**config.mk**
```make
export PLATFORM = sky130hd
export DESIGN_NAME = sqrt_request_scheduler
export DESIGN_NICKNAME = d
export VERILOG_FILES = /design/src/rtl/sqrt_request_scheduler.sv
export SDC_FILE = /design/constraint.sdc
export NUM_CORES = 1
export LEC_CHECK = 0
export BUFFER_PORTS_ARGS = -buffer_cell sky130_fd_sc_hd__buf_2
export CELL_PAD_IN_SITES_DETAIL_PLACEMENT = 0
export CELL_PAD_IN_SITES_GLOBAL_PLACEMENT = 1
export CORE_MARGIN = 2
export CORE_UTILIZATION = 30
export DETAILED_ROUTE_END_ITERATION = 8
export HOLD_SLACK_MARGIN = 0.02
export PLACE_DENSITY_LB_ADDON = 0.05
export SYNTH_ARGS = -nofsm -noshare
export SYNTH_HDL_FRONTEND = slang
export SYNTH_SLANG_ARGS = --single-unit
```
**constraint.sdc**
```tcl
create_clock -name clk_i -period 4.3 [get_ports clk_i]
set_clock_uncertainty 0.1 [all_clocks]
set_input_delay 0.86 -clock clk_i [delete_from_list [all_inputs] [get_ports clk_i]]
set_output_delay 0.86 -clock clk_i [all_outputs]
set_load 0.01 [all_outputs]
```
**src/rtl/sqrt_request_scheduler.sv**
```systemverilog
// Request scheduler wrapped around an iterative square-root core.
// Tagged requests queue in a small FIFO. One operation at a time is launched on the
// core with a single-cycle start pulse. The core's single-cycle result is held in an
// output slot until the writeback consumer accepts it. Tags and results pass through
// unchanged, and results leave in request order.
module sqrt_request_scheduler #(
    parameter int DATA_WIDTH = 32,
    parameter int TAG_WIDTH  = 4,
    parameter int DEPTH      = 4
) (
    input  logic                    clk_i,
    input  logic                    rst_n_i,
    input  logic                    req_valid_i,
    output logic                    req_ready_o,
    input  logic [DATA_WIDTH-1:0]   req_radicand_i,
    input  logic [TAG_WIDTH-1:0]    req_tag_i,
    output logic                    sqrt_start_o,
    output logic [DATA_WIDTH-1:0]   sqrt_radicand_o,
    input  logic                    sqrt_idle_i,
    input  logic                    sqrt_done_i,
    input  logic [DATA_WIDTH/2-1:0] sqrt_root_i,
    input  logic [DATA_WIDTH/2:0]   sqrt_rem_i,
    output logic                    res_valid_o,
    input  logic                    res_ready_i,
    output logic [DATA_WIDTH/2-1:0] res_root_o,
    output logic [DATA_WIDTH/2:0]   res_rem_o,
    output logic [TAG_WIDTH-1:0]    res_tag_o,
    output logic                    busy_o,
    output logic                    err_o
);

    localparam int AW = $clog2(DEPTH);
    localparam int EW = DATA_WIDTH + TAG_WIDTH;

    typedef enum logic [1:0] {ST_IDLE, ST_ISSUE, ST_WAIT, ST_HOLD} state_t;

    // FIFO storage and pointers; the extra MSB on each pointer tells full from empty
    logic [EW-1:0]         fifo_mem [DEPTH];
    logic [AW:0]           wr_ptr_reg, rd_ptr_reg;
    logic [AW:0]           wr_ptr_next, rd_ptr_next;
    logic                  fifo_empty, fifo_full, full_next;
    logic                  push, pop;
    logic                  req_ready_reg;
    logic [EW-1:0]         fifo_head;

    // Control and datapath registers
    state_t                  state_reg;
    logic                    start_reg;
    logic [DATA_WIDTH-1:0]   operand_reg;
    logic [TAG_WIDTH-1:0]    tag_reg;
    logic                    res_valid_reg;
    logic [DATA_WIDTH/2-1:0] res_root_reg;
    logic [DATA_WIDTH/2:0]   res_rem_reg;
    logic [TAG_WIDTH-1:0]    res_tag_reg;
    logic                    err_reg;

    assign fifo_empty = (wr_ptr_reg == rd_ptr_reg);
    assign fifo_full  = (wr_ptr_reg[AW] != rd_ptr_reg[AW]) &&
                        (wr_ptr_reg[AW-1:0] == rd_ptr_reg[AW-1:0]);
    assign fifo_head  = fifo_mem[rd_ptr_reg[AW-1:0]];

    // Ready comes from a register, so a push is refused while full even if a pop happens
    assign push = req_valid_i & req_ready_reg;

    // Pop whenever the FSM launches: from IDLE, or straight out of HOLD on the handshake
    always_comb begin
        pop = 1'b0;
        if (!fifo_empty && sqrt_idle_i) begin
            if (state_reg == ST_IDLE && !res_valid_reg)
                pop = 1'b1;
            else if (state_reg == ST_HOLD && res_ready_i)
                pop = 1'b1;
        end
    end

    // Next pointers, and the full flag they produce, feed the registered ready
    always_comb begin
        wr_ptr_next = wr_ptr_reg + {{AW{1'b0}}, push};
        rd_ptr_next = rd_ptr_reg + {{AW{1'b0}}, pop};
        full_next   = (wr_ptr_next[AW] != rd_ptr_next[AW]) &&
                      (wr_ptr_next[AW-1:0] == rd_ptr_next[AW-1:0]);
    end

    // FIFO pointer and ready state; ready stays low while in reset
    always_ff @(posedge clk_i or negedge rst_n_i) begin
        if (!rst_n_i) begin
            wr_ptr_reg    <= '0;
            rd_ptr_reg    <= '0;
            req_ready_reg <= 1'b0;
        end else begin
            wr_ptr_reg    <= wr_ptr_next;
            rd_ptr_reg    <= rd_ptr_next;
            req_ready_reg <= !full_next;
        end
    end

    // FIFO storage write; the contents need no reset because the pointers qualify them
    always_ff @(posedge clk_i) begin
        if (push)
            fifo_mem[wr_ptr_reg[AW-1:0]] <= {req_tag_i, req_radicand_i};
    end

    // Launch / wait / hold sequencer with registered outputs
    always_ff @(posedge clk_i or negedge rst_n_i) begin
        if (!rst_n_i) begin
            state_reg     <= ST_IDLE;
            start_reg     <= 1'b0;
            operand_reg   <= '0;
            tag_reg       <= '0;
            res_valid_reg <= 1'b0;
            res_root_reg  <= '0;
            res_rem_reg   <= '0;
            res_tag_reg   <= '0;
            err_reg       <= 1'b0;
        end else begin
            start_reg <= 1'b0;
            // A completion pulse outside WAIT is dropped and only flagged
            if (sqrt_done_i && state_reg != ST_WAIT)
                err_reg <= 1'b1;
            case (state_reg)
                ST_IDLE: begin
                    if (pop) begin
                        operand_reg <= fifo_head[DATA_WIDTH-1:0];
                        tag_reg     <= fifo_head[EW-1:DATA_WIDTH];
                        start_reg   <= 1'b1;
                        state_reg   <= ST_ISSUE;
                    end
                end
                ST_ISSUE: begin
                    state_reg <= ST_WAIT;
                end
                ST_WAIT: begin
                    if (sqrt_done_i) begin
                        res_root_reg  <= sqrt_root_i;
                        res_rem_reg   <= sqrt_rem_i;
                        res_tag_reg   <= tag_reg;
                        res_valid_reg <= 1'b1;
                        state_reg     <= ST_HOLD;
                    end
                end
                ST_HOLD: begin
                    if (res_ready_i) begin
                        res_valid_reg <= 1'b0;
                        if (pop) begin
                            operand_reg <= fifo_head[DATA_WIDTH-1:0];
                            tag_reg     <= fifo_head[EW-1:DATA_WIDTH];
                            start_reg   <= 1'b1;
                            state_reg   <= ST_ISSUE;
                        end else begin
                            state_reg <= ST_IDLE;
                        end
                    end
                end
                default: state_reg <= ST_IDLE;
            endcase
        end
    end

    assign req_ready_o     = req_ready_reg;
    assign sqrt_start_o    = start_reg;
    assign sqrt_radicand_o = operand_reg;
    assign res_valid_o     = res_valid_reg;
    assign res_root_o      = res_root_reg;
    assign res_rem_o       = res_rem_reg;
    assign res_tag_o       = res_tag_reg;
    assign err_o           = err_reg;
    assign busy_o          = !fifo_empty || (state_reg != ST_IDLE) || res_valid_reg;

endmodule

```
==> summary.md <==
| Metric | Value |
|---|---|
| Gpl congestion | 0.698 |
| Max-cap violations | 0 |
| Synthesized instance count | between 400 and 500 |
| Reg2reg start | state_reg[0] |
| Power Dens Cells | 717 mW/mm^2 |
| Core Rows | 61 |
| Worst Setup Start Kind | flop |
| PortBufs | around 150 |
| Crit Reg-Reg Endpoint | req_ready_o |
| CTS tree | built |
| YS warnings | 0 |
| Worst VDD drop | 0.262 mV |
| Post-place setup slack | 1.35 ns |
| Root Buffer | clkbuf_16 |
| CORE AREA | 0.0280 mm^2 |
| Die Footprint | 0.0300 mm^2 |
| First-pass GRT wire length | 28400 um |
| Die W | 173 um |
| H-Tree Level Count | 1 |
| Synth Net Count | about 490 |
| Critical path endpoint category | output port |
| Hold Crit Start | err_o |
| # IOs | 149 |
| Minimum clock period | 2.76 ns |
| Largest family of logic cells by synthesized area | multiplexers |
| Worst Path Required | 3.34 ns |
| Simple-Gate Fraction of Synth Area | ~1.5% |
| Status | complete, no violations |
| Crit-path cells | xor2_2 > nor3_4 > nand2_1 > buf_2 |
| Global route overflow | 0 |
| Design Power | 7.67 mW |
| CTS resizes | 0 |
| Sequential area share after synthesis | 75.0% |
| Number of global-route vias before repair | 4750 |
| Post-synthesis mux area share | around a fifth |
| Final Instance Area | 0.0107 mm^2 |
| Hold endpoint | err_o |
| CP Data Arrival Time | 1.80 ns |
| Hold buffer count at CTS | 0 |
| Initial antenna violation count | 2 |
| Via count | 4336 |
| Synth Register Bits | 229 |
| Area post-placement | just under 0.01 mm^2 |
| Share of layout cells above drive strength 1 | 52.8% |
| Max FFs per register | about 140 |
| Leakage | 4.18 nW |
| ANT nets after route | 0 |
| Global routing usage on met3 | 3.22% |
| Num CTS Buffers | 26 |
| Slew @ Worst Pin | 0.891 ns |
| Post-CTS Setup Bufs | 0 |
| Fin crit share | 64.2% |
| Worst Setup Path Type | flop to output port |
| Max clock buf depth | 3 |
| Grt peak-use layer | met2 |
| Post-synth top area share | roughly 50% |
| Final Hold Fails | 0 |
| Post-synthesis compound-gate area fraction | 0.873% |
| Commonest non-fill, non-tap cell in the layout | buf_2 |
| Netlist cell types | 34 |
| Cells on worst reg2reg path | 10 |
| Mapped Avg Cell Area | 21.2 um^2 |
| Adder-Cell Fraction of Synth Area | 1.16% |
| Largest net degree at the start of global routing | 63 |
| CP Max Fanout | 6 |
| Most frequent cells in the layout | 147 x buf_2, 144 x edfxtp_1, 83 x dfrtp_1, 72 x mux2_2, 36 x mux4_2 |
| Worst setup margin | roughly 1.5 ns |
| Initial DRC Count | around 180 |
| Clock transition at path regs | 0.05 ns |
| Cell Area, Synth | 0.00860 mm^2 |
| Hold depth | 1 |
| DRT Pass-1 Iters | 4 |
| Synth area leader | edfxtp_1 |
| FMAX | 362 MHz |
| Met1 usage | 15.9% |
| Final setup vio count | 0 |
| Hold Path Class | flop to flop |
| Via/cell ratio | 4.44 |
| Avg WL per Cell | 18.7 um |
| Starting Density | 30.7% |
| GR Layer Usage met2 | 20.3% |
| Ranking of synthesized cells by area | edfxtp_1 50%, dfrtp_1 25%, mux2_2 9.4% |
| GRT Total Usage | 12.3% |
| Routed Wire Length | 18300 um |
| Worst skew pair latency | between 0.5 and 0.6 ns |
| Max Slew Vio Count | 0 |
| Final TNS setup | 0 ns |
| Largest stage delay, worst path | 0.48 ns |
| CTS sink count | 229 |
| Nets | 660 |
| Drt drc | 0 |
| Die Ht | 173 um |
| Hpwl dp | 10400 um |
| Critical path's slowest cell | dfrtp_4 |
| XOR/XNOR Fraction of Synth Area | 0.989% |
| Layout area overhead | 24.4% |
| Slew margin rel. | 40.6% |
| Setup slack on the worst flop-to-flop path | around 1.6 ns |
| RSZ-0062 raised after global routing | false |
[metrics by stage]
step	utilization, %	hold slack [ns]	std cells
after floorplan	-	0.377	406
after global placement	35.1	0.337	927
after detailed placement	35.1	0.345	927
after CTS	38.2	0.358	975
after global routing	38.2	0.372	975
final	38.2	0.354	976
[cells in the mapped netlist (all sizes together)]
master  number
and2         1
a21oi        2
o21ai        3
a211o        1
a211oi       1
inv          7
nor2b        3
nand2        3
xor2         7
clkbuf       6
buf          8
xnor2        1
dfrtp       85
or3          2
a21o         1
mux4        36
nor3         4
o311ai       1
nor3b        2
nor4b        1
edfxtp     144
or2          1
o22a         1
nor2         1
ha           8
and3         1
mux2        74
o31a         1
[kinds of logic after synthesis]
kind of cell	Yosys count
flops	229
mux	110
buf+inv	21
simple gates	19
compound gates	11
xor+xnor	8
fa+ha+maj	8
[routing by layer]
| layer | share of wire (%) | routed length, um | vias to the layer above |
|---|---|---|---|
| met5 | 0 | 0 | - |
| met2 | 47 | 8540 | 147 |
| met1 | 44 | 8100 | 2211 |
| met3 | 6.3 | 1160 | 29 |
| met4 | 2.6 | 471 | 0 |
| li1 | - | - | 1949 |
[worst max path at each step]
stage | startpoint | endpoint | slack (ns) | cells after the start
after CTS | rd_ptr_reg[0] | busy_o | 1.50 | 4
after global placement | res_ready_i | req_ready_o | 1.37 | 9
after detailed placement | res_ready_i | req_ready_o | 1.35 | 9
final | rd_ptr_reg[0] | busy_o | 1.54 | 4
after global routing | state_reg[0] | req_ready_o | 1.35 | 10
after floorplan | req_valid_i | fifo_mem[2][0] | 0.07 | 2
[report_power, final]
group          switching [mW]  internal (mW)  leakage [nW]
clock network           0.857           1.39         0.436
registers               0.256           3.02          2.35
logic                    1.09           1.06          1.40
[layout make-up]
type,instances,area [um^2]
fill,2647,17300
sequential,229,6460
multi-input combinational,156,2050
timing repair buffer,157,811
clock buffer,35,746
tap,378,473
clock inverter,13,134
inverter,7,26.3
antenna,1,2.50
[critical path: cells and delay by family (launching register included)]
family,cells,cell delay [ns]
flops,1,0.48
simple gates,2,0.45
xor+xnor,1,0.20
buf+inv,1,0.16
Note: power is estimated with default switching activity, not from simulation.
